===== config.mk =====
export PLATFORM = sky130hd
export DESIGN_NAME = hazard_stall_unit
export DESIGN_NICKNAME = d
export VERILOG_FILES = /design/src/rtl/hazard_stall_unit.sv
export SDC_FILE = /design/constraint.sdc
export NUM_CORES = 1
export LEC_CHECK = 0
export BUFFER_PORTS_ARGS = -buffer_cell sky130_fd_sc_hd__buf_4
export CAP_MARGIN = 40
export CELL_PAD_IN_SITES_DETAIL_PLACEMENT = 0
export CELL_PAD_IN_SITES_GLOBAL_PLACEMENT = 1
export CORE_ASPECT_RATIO = 1.4
export CORE_UTILIZATION = 42
export DETAILED_ROUTE_END_ITERATION = 10
export GPL_ROUTABILITY_DRIVEN = 0
export GPL_TIMING_DRIVEN = 1
export PLACE_DENSITY_LB_ADDON = 0.1
export SYNTH_ARGS = -nofsm -noshare
export SYNTH_HDL_FRONTEND = slang
export SYNTH_SLANG_ARGS = --single-unit

===== constraint.sdc =====
create_clock -name clk -period 3.7 [get_ports clk]
set_input_delay 0.37 -clock clk [delete_from_list [all_inputs] [get_ports clk]]
set_output_delay 0.37 -clock clk [all_outputs]
set_load 0.1 [all_outputs]

===== src/rtl/hazard_stall_unit.sv =====
// hazard_stall_unit: pipeline stall/flush sequencer for a 5-stage core.
// Arbitrates memory wait, branch redirect and load-use hazards into the
// PC / IF-ID / ID-EX control signals, and keeps stall statistics.
//
// state   | meaning
// --------+---------------------------------------------------------
// RUN     | normal issue; evaluates mem_stall > redirect > load_use
// MEMWAIT | data memory busy, whole pipe frozen until mem_ready
// FLUSH   | second cycle of a redirect flush (IF/ID and ID/EX squashed)
// ILLEGAL | unreachable encoding; treated as RUN
module hazard_stall_unit (
  input  logic        clk,
  input  logic        rst,
  input  logic [5:0]  id_op,
  input  logic [4:0]  id_rs,
  input  logic [4:0]  id_rt,
  input  logic        ex_memread,
  input  logic [4:0]  ex_wreg,
  input  logic        redirect,
  input  logic        mem_req,
  input  logic        mem_ready,
  output logic        pc_write,
  output logic        ifid_write,
  output logic        ifid_flush,
  output logic        ctrl_enable,
  output logic        pipe_hold,
  output logic [15:0] stall_count,
  output logic        mem_timeout,
  output logic [1:0]  state
);

  typedef enum logic [1:0] {
    ST_RUN     = 2'b00,
    ST_MEMWAIT = 2'b01,
    ST_FLUSH   = 2'b10,
    ST_ILLEGAL = 2'b11
  } state_t;

  state_t     cur_st;
  state_t     nxt_st;
  logic       enter_wait;
  logic [7:0] wait_cnt;
  logic       rt_used;
  logic       load_use;
  logic       mem_stall;

  assign state = cur_st;

  // Only R-type, SW and BEQ actually read rt as a source operand.
  assign rt_used   = (id_op == 6'b000000) || (id_op == 6'b101011) || (id_op == 6'b000100);
  assign load_use  = ex_memread && (ex_wreg != 5'd0) &&
                     ((ex_wreg == id_rs) || (rt_used && (ex_wreg == id_rt)));
  assign mem_stall = mem_req && !mem_ready;

  // State register; reset also covers recovery from the illegal encoding.
  always_ff @(posedge clk or posedge rst) begin
    if (rst) cur_st <= ST_RUN;
    else     cur_st <= nxt_st;
  end

  // Next state and pipeline controls; defaults are normal issue in RUN.
  always_comb begin
    nxt_st      = ST_RUN;
    enter_wait  = 1'b0;
    pc_write    = 1'b1;
    ifid_write  = 1'b1;
    ifid_flush  = 1'b0;
    ctrl_enable = 1'b1;
    pipe_hold   = 1'b0;
    case (cur_st)
      ST_MEMWAIT: begin
        if (!mem_ready) begin
          pc_write   = 1'b0;
          ifid_write = 1'b0;
          pipe_hold  = 1'b1;
          nxt_st     = ST_MEMWAIT;
        end
      end
      ST_FLUSH: begin
        // A memory stall here wins and the pending flush is dropped.
        if (mem_stall) begin
          pc_write   = 1'b0;
          ifid_write = 1'b0;
          pipe_hold  = 1'b1;
          enter_wait = 1'b1;
          nxt_st     = ST_MEMWAIT;
        end else begin
          ifid_flush  = 1'b1;
          ctrl_enable = 1'b0;
        end
      end
      default: begin
        if (mem_stall) begin
          pc_write   = 1'b0;
          ifid_write = 1'b0;
          pipe_hold  = 1'b1;
          enter_wait = 1'b1;
          nxt_st     = ST_MEMWAIT;
        end else if (redirect) begin
          ifid_flush  = 1'b1;
          ctrl_enable = 1'b0;
          nxt_st      = ST_FLUSH;
        end else if (load_use) begin
          pc_write    = 1'b0;
          ifid_write  = 1'b0;
          ctrl_enable = 1'b0;
        end
      end
    endcase
  end

  // Memory wait counter: restarts on every entry, saturates at 255.
  always_ff @(posedge clk or posedge rst) begin
    if (rst)                                           wait_cnt <= 8'd0;
    else if (enter_wait)                               wait_cnt <= 8'd0;
    else if (cur_st == ST_MEMWAIT && wait_cnt != 8'hFF) wait_cnt <= wait_cnt + 8'd1;
  end

  // Sticky timeout, raised on the same edge the counter reaches 255.
  always_ff @(posedge clk or posedge rst) begin
    if (rst)                                            mem_timeout <= 1'b0;
    else if (cur_st == ST_MEMWAIT && wait_cnt == 8'hFE) mem_timeout <= 1'b1;
  end

  // Saturating count of every cycle that is not a normal issue.
  always_ff @(posedge clk or posedge rst) begin
    if (rst)
      stall_count <= 16'd0;
    else if ((!pc_write || !ctrl_enable) && stall_count != 16'hFFFF)
      stall_count <= stall_count + 16'd1;
  end

endmodule


==> results.cfg, run 1 <==
[detailed_routing]
ant_nets = 0
dr_wl_met2_mm = 1.93
vias = 1454
drt_iter0_markers = 60
routedLengthMet1_mm = 1.68
avgRoutedWirePerCell_um = 14.6
top_layer_used = met4
drt-total-wl_mm = 3.85
drt-vias-per-instance = 5.53
route.met3.wl_um = 198
drt_first_pass_iters = 4
drc = 0

[sta]
finalCriticalPeriod_ns = 2.68
fmax_mhz = 374
relSlewSlack_pct = 51.5
skew_ns = 0.00328
rsz0062_at_grt = no
finalMaxSlewViolations = 0
worstMarginPinSlew_ns = 0.728
finalSetupViolations = 0
hold_viol = 0
layout_setup_ws_ns = 1.02
fin_tns_setup_ns = 0
post-route-period-util_pct = 72.4

[synth]
synth_warnings = 0
syn_area_per_cell_um2 = 10.1
ys_ff_latch = 27
ys_seq_area_share_pct = 39.7
synthArstFlopShare_pct = 100
synth_edf_count = 0
syn-num-nets = 200
ys_types = 36
synth-main-ff-cell = dfrtp_1
synth.cell_area_um2 = 1700
synthCells = 168

[flow_run]
drv_cap = 0

[global_route]
grt_remaining_overflow = 0
grt_max_degree = 22
grt_pass1_wl_mm = 6.78
grt_pass1_vias = 1464
antenna_found_initial = 0
grt.total_usage_pct = 19.4

[critical_path]
critPathKind = reg2out
r2r-end = stall_count[1]$_DFFE_PP0P_
worst-path-max-fanout = 11
end_kind = output port
crit_required_ns = 3.33
slowest_stage = ha_1
start_kind = flip-flop
path_cells = inv_1, ha_1, nor2_1, o21ai_0, o2bb2ai_2, buf_8, buf_4
crit_path_max_incr_delay_ns = 0.44
arrival_ns = 2.31
r2r_cells = 7
rr_startpoint = stall_count[0]$_DFFE_PP0P_
ff2ff_setup_slack_ns = 1.28

[final_layout]
drive_above_1_share_pct = 34.1
antenna_cells = 0
seq_area_um2 = 676
multi_input_area_um2 = 966
n_fill_cell = 372
syn_to_final_growth_pct = 29.4
nets = 253

[power_and_ir_drop]
p_seq_share_pct = 26.9
power_density_nw_per_um2 = 867
pwr-share-comb_pct = 63.9
p_leak_uw = 0.000958
p_clk_share_pct = 9.1
power_switching_uw = 1160
peakVddDrop_mv = 0.880
switching_share_pct = 60.9
p_int_uw = 745

[floorplanning]
design.core.area_um2 = 3920
fp-row-count = 27
floorplan.initialDensity_pct = 43.4
io_pins = 51
chipHeight_um = 77.3
die-area_um2 = 4310
die_x_um = 55.8

[placed_design]
dp_hpwl_mm = 2.88
pre_cts_slack_ns = 1.22
io_buffers = 50

[status]
status = completed

[clock_tree]
cts_buffers = 3
insertion_delay_ns = 0.28
cts_root_buf = clkbuf_8
clk_pin_slew_worst_paths_ns = 0.10
cts_setup_buffers = 0
cts_buffer_depth = 2
cts.sinks = 27
cts_tree = done
cts.repair.resized = 0
cts_hold_buf = 0
htreeDepth = 1

[min_path]
hold_path.class = in2async
-- power groups by stage --
stage	Combinational, uW	Sequential (uW)	Clock (uW)
6_report	1220	514	174
3_3_place_gp	1200	509	0
4_1_cts	1230	513	180
3_5_place_dp	1220	516	0
5_1_grt	1270	531	198
2_1_floorplan	354	1110	0
-- cells in the final DEF, fill, tap and decap left out, types with 2 or more instances in the layout --
cell and n:
nand3_1 8, and4_1 3, nand2_1 15, mux2i_1 3
and3_1 5, xor2_1 19, a211oi_2 9, nor2_1 14
a211oi_1 2, a2111oi_2 3, a21oi_1 4, buf_4 51
inv_1 8, mux2_2 2, xnor2_1 8, o21ai_0 5
clkbuf_8 3, nand2b_1 2, ha_1 5, dfrtp_1 27
nand4_1 7
-- Yosys cell counts, drive strengths merged (4+ instances only) --
| cell type | instances | area [um^2] |
|---|---|---|
| nand2 | 15 | 56.3 |
| ha | 5 | 62.6 |
| nor2 | 14 | 52.6 |
| nand4 | 7 | 43.8 |
| buf | 4 | 25.0 |
| inv | 8 | 30.0 |
| a21oi | 4 | 20.0 |
| xor2 | 19 | 166 |
| a211oi | 11 | 128 |
| xnor2 | 8 | 70.1 |
| and3 | 5 | 31.3 |
| nand3 | 8 | 40.0 |
| dfrtp | 27 | 676 |
| o21ai | 6 | 30.0 |
-- state kept, by name, summed over array words and instances, names as in the netlist --
register / count
state: 2
mem_timeout: 1
stall_count: 16
wait_cnt: 8
-- worst max-delay path by stage --
stage / cells after the start / slack [ns] / startpoint / endpoint
2_1_floorplan: 8 / 0.25 / state[0]$_DFF_PP0_ / pc_write
3_3_place_gp: 5 / 1.14 / state[0]$_DFF_PP0_ / pc_write
4_1_cts: 7 / 1.01 / state[0]$_DFF_PP0_ / pc_write
6_report: 7 / 1.02 / state[0]$_DFF_PP0_ / pc_write
5_1_grt: 7 / 0.88 / state[0]$_DFF_PP0_ / pc_write
3_5_place_dp: 8 / 1.22 / id_op[1] / stall_count[1]$_DFFE_PP0P_
-- logic make-up after synthesis --
family,synth area share [%]
mux,3.09
xor+xnor,13.9
flops,39.7
buf+inv,3.46
compound gates,17.4
simple gates,18.7
fa+ha+maj,3.68
-- worst max-delay path, delay by kind of cell, from the launching register on --
family | cells | cell delay (ns)
adders and majority gates | 1 | 0.44
and+or+nand+nor | 1 | 0.08
DFF | 1 | 0.39
buffers and inverters | 3 | 0.57
AOI/OAI and AO/OA | 2 | 0.54
-- stage by stage --
step / area [um^2] / util [%] / std cells / hold WS (ns) / total power (uW)
floorplan: 1700 / - / 168 / 0.423 / 1460
global placement: 2110 / 53.8 / 257 / 0.460 / 1710
detailed placement: 2150 / 54.9 / 259 / 0.367 / 1740
CTS: 2200 / 56.1 / 263 / 0.0598 / 1920
global route: 2200 / 56.1 / 263 / 0.0561 / 2000
finish: 2200 / 56.1 / 263 / 0.0576 / 1910
-- area by class of cell --
class	instances	area share, %
clock buffers	3	1.88
well taps	43	2.45
inverters	8	1.37
flip-flops and latches	27	30.7
repair buffers	53	19.3
multi-input cells	128	43.9
clock inverters	1	0.341
-- per-layer routing --
layer | GRT usage (%) | vias up
li1 | - | 705
met1 | 26.3 | 699
met2 | 31.8 | 46
met3 | 3.37 | 4
met4 | 5.25 | 0
met5 | 0 | -
Note: power is estimated with default switching activity, not from simulation.
==> run 2: changes to the inputs <==
--- a/config.mk
+++ b/config.mk
@@ -5,12 +5,13 @@
 export SDC_FILE = /design/constraint.sdc
 export NUM_CORES = 1
 export LEC_CHECK = 0
+export ABC_AREA = 1
 export BUFFER_PORTS_ARGS = -buffer_cell sky130_fd_sc_hd__buf_4
 export CAP_MARGIN = 40
 export CELL_PAD_IN_SITES_DETAIL_PLACEMENT = 0
 export CELL_PAD_IN_SITES_GLOBAL_PLACEMENT = 1
 export CORE_ASPECT_RATIO = 1.4
-export CORE_UTILIZATION = 42
+export CORE_UTILIZATION = 37
 export DETAILED_ROUTE_END_ITERATION = 10
 export GPL_ROUTABILITY_DRIVEN = 0
 export GPL_TIMING_DRIVEN = 1
==> constraint.sdc (replaced) <==
create_clock -name clk -period 2.55 [get_ports clk]
set_input_delay 0.255 -clock clk [delete_from_list [all_inputs] [get_ports clk]]
set_output_delay 0.255 -clock clk [all_outputs]
set_load 0.1 [all_outputs]
==> run 2 against run 1 <==
Net effect:
- core utilization shrank 6.3 points
- synthesized cell count grew 54%
- critical path depth grew 1
- largest cell class unchanged
- setup slack lost 0.74 ns
- first-iteration DRC count shrank 6.7%
- clock power grew 44%
- register-to-register slack lost 0.87 ns
- sequential share of layout area shrank 2.2 points
- clock skew shrank 0.0013 ns
- sequential power grew 16%
- critical endpoint is now ifid_write
==> results.cfg, run 2 <==
[status]
status = completed

[clock_tree]
cts_buffer_depth = 2
cts_buffers = 3
cts_tree = done
cts.sinks = 27
insertion_delay_ns = 0.28
cts_setup_buffers = 0
htreeDepth = 1
cts.repair.resized = 0
cts_hold_buf = 0
cts_root_buf = clkbuf_8
clk_pin_slew_worst_paths_ns = 0.09

[critical_path]
start_kind = flip-flop
arrival_ns = 2.01
ff2ff_setup_slack_ns = 0.41
r2r-end = stall_count[10]$_DFFE_PP0P_
crit_required_ns = 2.30
r2r_cells = 10
critPathKind = reg2out
rr_startpoint = stall_count[0]$_DFFE_PP0P_
end_kind = output port
worst-path-max-fanout = 5

[floorplanning]
fp-row-count = 30
die_x_um = 61.7
io_pins = 51
chipHeight_um = 85.6
die-area_um2 = 5280
design.core.area_um2 = 4800
floorplan.initialDensity_pct = 38.4

[synth]
synth_warnings = 0
netlist_top_cells_count = nand2_1, inv_1, dfrtp_1, nand3_1, nor2_1
yosysMostFrequentCell = nand2_1
synthCells = 259
ys_ff_latch = 27
syn_area_per_cell_um2 = 7.13
syn-num-nets = 291
ys_types = 34
ys_seq_area_share_pct = 36.6
yosys.area.top_type_share_pct = 36.6
synth-main-ff-cell = dfrtp_1
synth_top_cell_by_area = dfrtp_1
synth_edf_count = 0
synthArstFlopShare_pct = 100
synth.cell_area_um2 = 1850
synth.area.top_cells = dfrtp_1, nand2_1, inv_1

[sta]
post-route-period-util_pct = 88.7
finalMaxSlewViolations = 0
finalSetupViolations = 0
relSlewSlack_pct = 65.5
rsz0062_at_grt = no
skew_ns = 0.00201
finalCriticalPeriod_ns = 2.26
fin_tns_setup_ns = 0
worstMarginPinSlew_ns = 0.517
hold_viol = 0
fmax_mhz = 442

[detailed_routing]
drc = 0
drt-total-wl_mm = 3.96
vias = 1740
avgRoutedWirePerCell_um = 10.6
drt_first_pass_iters = 4
drt_iter0_markers = 56
ant_nets = 0
drt-vias-per-instance = 4.65

[placed_design]
dp_hpwl_mm = 3.16
dp_cells = 370
io_buffers = 50

[final_layout]
postLayoutCoreUtil_pct = 49.9
largest_register = stall_count
largest_register_ffs = 16
syn_to_final_growth_pct = 29.7
stdcell_count = 374
drive_above_1_share_pct = 23.9
layout_commonest_cell = nand2_1
n_fill_cell = 530
nets = 343
antenna_cells = 0
multi_input_area_um2 = 1060
layout_common_cells = nand2_1, buf_4, inv_1
seq_area_um2 = 683

[power_and_ir_drop]
p_clk_share_pct = 13.5
switching_share_pct = 53.5
p_leak_uw = 0.00136
power_density_nw_per_um2 = 776
p_seq_share_pct = 32.1
p_int_uw = 864
pwr-share-comb_pct = 54.4
peakVddDrop_mv = 0.516
power_switching_uw = 995

[min_path]
hold_path.class = in2async

[global_route]
antenna_found_initial = 0
grt_max_degree = 18
grt_pass1_vias = 1652
grt_pass1_wl_mm = 6.84
grt.total_usage_pct = 16.8
grt_remaining_overflow = 0

[flow_run]
drv_cap = 0
-- run 2: changes by cell type after synthesis, sizes merged, moves of 3 or more --
cell | previous run | this run
and3 | 5 | 0
nand2 | 15 | 84
nand4 | 7 | 3
a2111oi | 3 | 0
nor2 | 14 | 26
nor3 | 1 | 6
and4 | 3 | 0
nand3 | 8 | 28
xor2 | 19 | 15
a211oi | 11 | 0
inv | 8 | 38
xnor2 | 8 | 4
-- run 2: cell type report --
cell class | instances | area share (%)
clock buffers | 4 | 1.88
repair buffers | 51 | 16.0
inverters | 39 | 6.11
well taps | 64 | 3.34
flip-flops and latches | 27 | 28.5
multi-input cells | 189 | 44.2
-- run 2: through the flow --
| stage | worst slack (ns) | total power (uW) | hold WS (ns) | area (um^2) |
|---|---|---|---|---|
| after floorplan | -0.285 | 1430 | 0.308 | 1920 |
| after global placement | 0.510 | 1630 | 0.324 | 2350 |
| after detailed placement | 0.438 | 1630 | 0.321 | 2350 |
| after CTS | 0.258 | 1880 | 0.0111 | 2400 |
| after global routing | 0.162 | 1980 | 0.0329 | 2400 |
| final | 0.287 | 1860 | 0.00357 | 2400 |
-- run 2: cell families after synthesis --
kind of cell             share of synthesized area [%]
AO/OA/AOI/OAI                                     4.54
XOR/XNOR                                          9.01
adder cells (fa/ha/maj)                           3.39
buffers and inverters                             9.42
flip-flops                                        36.6
multiplexers                                      1.15
AND/OR/NAND/NOR                                   35.9
-- run 2: routing by layer --
metal / vias up / GRT usage [%] / share of wire [%]
li1: 913 / - / -
met1: 781 / 19.3 / 43
met2: 41 / 29.7 / 52
met3: 5 / 3.17 / 4.0
met4: 0 / 6.26 / 1.7
met5: - / 0 / 0
-- run 2: worst max-delay path by stage --
| stage | startpoint | to | slack, ns | cells after the start |
|---|---|---|---|---|
| after global routing | stall_count[0]$_DFFE_PP0P_ | stall_count[10]$_DFFE_PP0P_ | 0.16 | 10 |
| after floorplan | state[0]$_DFF_PP0_ | stall_count[10]$_DFFE_PP0P_ | -0.29 | 12 |
| after detailed placement | stall_count[0]$_DFFE_PP0P_ | stall_count[15]$_DFFE_PP0P_ | 0.44 | 10 |
| after global placement | stall_count[0]$_DFFE_PP0P_ | stall_count[10]$_DFFE_PP0P_ | 0.51 | 10 |
| final | state[1]$_DFF_PP0_ | ifid_write | 0.29 | 8 |
| after CTS | state[1]$_DFF_PP0_ | pc_write | 0.26 | 8 |
-- run 2: worst max-delay path, cell delays in order (launching register included) --
cell and delay (ns):
dfrtp_4 0.51, ha_4 0.30, inv_2 0.05, nor2_1 0.21
nor3_4 0.06, a31o_1 0.20, inv_2 0.09, nand2_8 0.07
buf_4 0.23
-- run 2: power groups by stage --
stage | clock network [uW] | logic, uW | registers, uW
floorplan | 0 | 526 | 901
global placement | 0 | 1020 | 604
detailed placement | 0 | 1020 | 604
CTS | 260 | 1030 | 596
global route | 275 | 1090 | 608
finish | 251 | 1010 | 596
==> run 3: changes to the inputs <==
--- a/config.mk
+++ b/config.mk
@@ -12,6 +12,7 @@
 export CELL_PAD_IN_SITES_GLOBAL_PLACEMENT = 1
 export CORE_ASPECT_RATIO = 1.4
 export CORE_UTILIZATION = 37
+export CTS_BUF_LIST = sky130_fd_sc_hd__clkbuf_16
 export DETAILED_ROUTE_END_ITERATION = 10
 export GPL_ROUTABILITY_DRIVEN = 0
 export GPL_TIMING_DRIVEN = 1
==> constraint.sdc (replaced) <==
create_clock -name clk -period 2.55 [get_ports clk]
set_input_delay 0.3825 -clock clk [delete_from_list [all_inputs] [get_ports clk]]
set_output_delay 0.3825 -clock clk [all_outputs]
set_load 0.1 [all_outputs]
==> run 3 against run 2 <==
Net effect:
- core utilization is 0.55 points higher
- wire length shrank 0.30%
- critical path depth unchanged
- cell count unchanged
- worst hold slack better by 0.18 ns
- flip-flop and latch count did not move
- largest cell class unchanged
- first-iteration DRC count down 13%
- setup slack worse by 0.093 ns
- power increased by 5.1%
- combinational power barely moved
==> results.cfg, run 3 (same netlist as run 2, synthesis figures left out) <==
[floorplanning]
io_pins = 51
design.core.area_um2 = 4800
floorplan.initialDensity_pct = 38.4
die-area_um2 = 5280
chipHeight_um = 85.6
fp-row-count = 30
die_x_um = 61.7

[critical_path]
arrival_ns = 1.97
end_kind = output port
crit_start = state[1]$_DFF_PP0_
start_kind = flip-flop
rr_startpoint = stall_count[0]$_DFFE_PP0P_
critPathKind = reg2out
r2r-end = stall_count[13]$_DFFE_PP0P_
worstSetupEndpoint = ifid_write
worst-path-max-fanout = 5
ff2ff_setup_slack_ns = 0.43
crit_required_ns = 2.17
r2r_cells = 10

[detailed_routing]
avgRoutedWirePerCell_um = 10.6
drt_first_pass_iters = 4
drt-vias-per-instance = 4.66
vias = 1743
drt_iter0_markers = 49
ant_nets = 0
drc = 0
drt-total-wl_mm = 3.95

[status]
status = completed

[clock_tree]
cts_buffer_depth = 2
clk_pin_slew_worst_paths_ns = 0.06
cts_setup_buffers = 0
cts_buffers = 3
cts_hold_buf = 0
cts_root_buf = clkbuf_16
htreeDepth = 1
insertion_delay_ns = 0.26
cts.repair.resized = 0
cts_tree = done
cts.sinks = 27

[power_and_ir_drop]
pwr-share-comb_pct = 51.5
p_total_uw = 1950
power_switching_uw = 995
switching_share_pct = 50.9
p_int_uw = 959
p_seq_share_pct = 30.3
peakVddDrop_mv = 0.698
p_leak_uw = 0.00137
p_clk_share_pct = 18.1
power_density_nw_per_um2 = 807

[sta]
rsz0062_at_grt = no
fin_tns_setup_ns = 0
fin_hold_ws_ns = 0.180
relSlewSlack_pct = 77.1
finalMaxSlewViolations = 0
skew_ns = 0.00358
fmax_mhz = 425
finalCriticalPeriod_ns = 2.36
worstMarginPinSlew_ns = 0.344
finalSetupViolations = 0
post-route-period-util_pct = 92.4
hold_viol = 0

[global_route]
grt_remaining_overflow = 0
grt_pass1_vias = 1635
grt.total_usage_pct = 15.9
grt_pass1_wl_mm = 6.56
grt_max_degree = 28
antenna_found_initial = 0

[final_layout]
stdcell_count = 374
largest_register_ffs = 16
syn_to_final_growth_pct = 31.2
layout_commonest_cell = nand2_1
nets = 343
drive_above_1_share_pct = 24.2
layout_common_cells = nand2_1, buf_4, inv_1
antenna_cells = 0
postLayoutCoreUtil_pct = 50.4
largest_register = stall_count

[flow_run]
drv_cap = 0

[placed_design]
dp_hpwl_mm = 3.16
dp_cells = 370
io_buffers = 50

[min_path]
hold_path.class = in2async
run 3: cell types whose count changed in the layout (fill, tap and decap cells not counted), sizes merged:
cell / delta
clkbuf: -1
clkinv: +1
run 3: layout make-up:
cell class | instances | area (um^2)
fill | 528 | 2380
multi-input combinational | 189 | 1050
sequential | 27 | 683
timing repair buffer | 51 | 383
inverter | 39 | 146
tap | 64 | 80.1
clock buffer | 3 | 75.1
clock inverter | 1 | 5.00
run 3: worst max-delay path, stage by stage (launching register included):
cell	delay, ns
dfrtp_4	0.50
ha_4	0.30
inv_2	0.06
nor2_1	0.22
nor3_4	0.06
a31o_1	0.20
inv_2	0.09
nand2_8	0.06
buf_4	0.23
run 3: worst min-delay path by stage:
stage | from | slack [ns] | depth (start not counted) | end
after floorplan | wait_cnt[3]$_DFFE_PP0P_ | 0.43 | 1 | wait_cnt[3]$_DFFE_PP0P_
after global placement | wait_cnt[3]$_DFFE_PP0P_ | 0.45 | 1 | wait_cnt[3]$_DFFE_PP0P_
after detailed placement | wait_cnt[3]$_DFFE_PP0P_ | 0.46 | 1 | wait_cnt[3]$_DFFE_PP0P_
after CTS | rst | 0.20 | 3 | wait_cnt[3]$_DFFE_PP0P_
after global routing | rst | 0.22 | 3 | wait_cnt[3]$_DFFE_PP0P_
final | rst | 0.18 | 3 | wait_cnt[3]$_DFFE_PP0P_
run 3: power by group through the flow:
stage	Sequential [uW]	Combinational, uW	Clock, uW
floorplan	901	525	0
global placement	600	1020	0
detailed placement	601	1020	0
CTS	594	1020	367
global route	605	1070	383
finish	593	1010	354
run 3: per-layer routing:
metal / global-route usage (%) / part of all wire [%] / vias to the layer above / routed length [um]
li1: - / - / 912 / -
met1: 18.6 / 42 / 788 / 1650
met2: 28.3 / 53 / 39 / 2090
met3: 2.87 / 4.2 / 4 / 165
met4: 5.05 / 1.2 / 0 / 49
met5: 0 / 0 / - / 0
run 3: metrics by stage:
stage | cell area, um^2 | setup WS (ns)
after floorplan | 1920 | -0.303
after global placement | 2340 | 0.485
after detailed placement | 2340 | 0.407
after CTS | 2420 | 0.183
after global routing | 2420 | 0.144
final | 2420 | 0.194
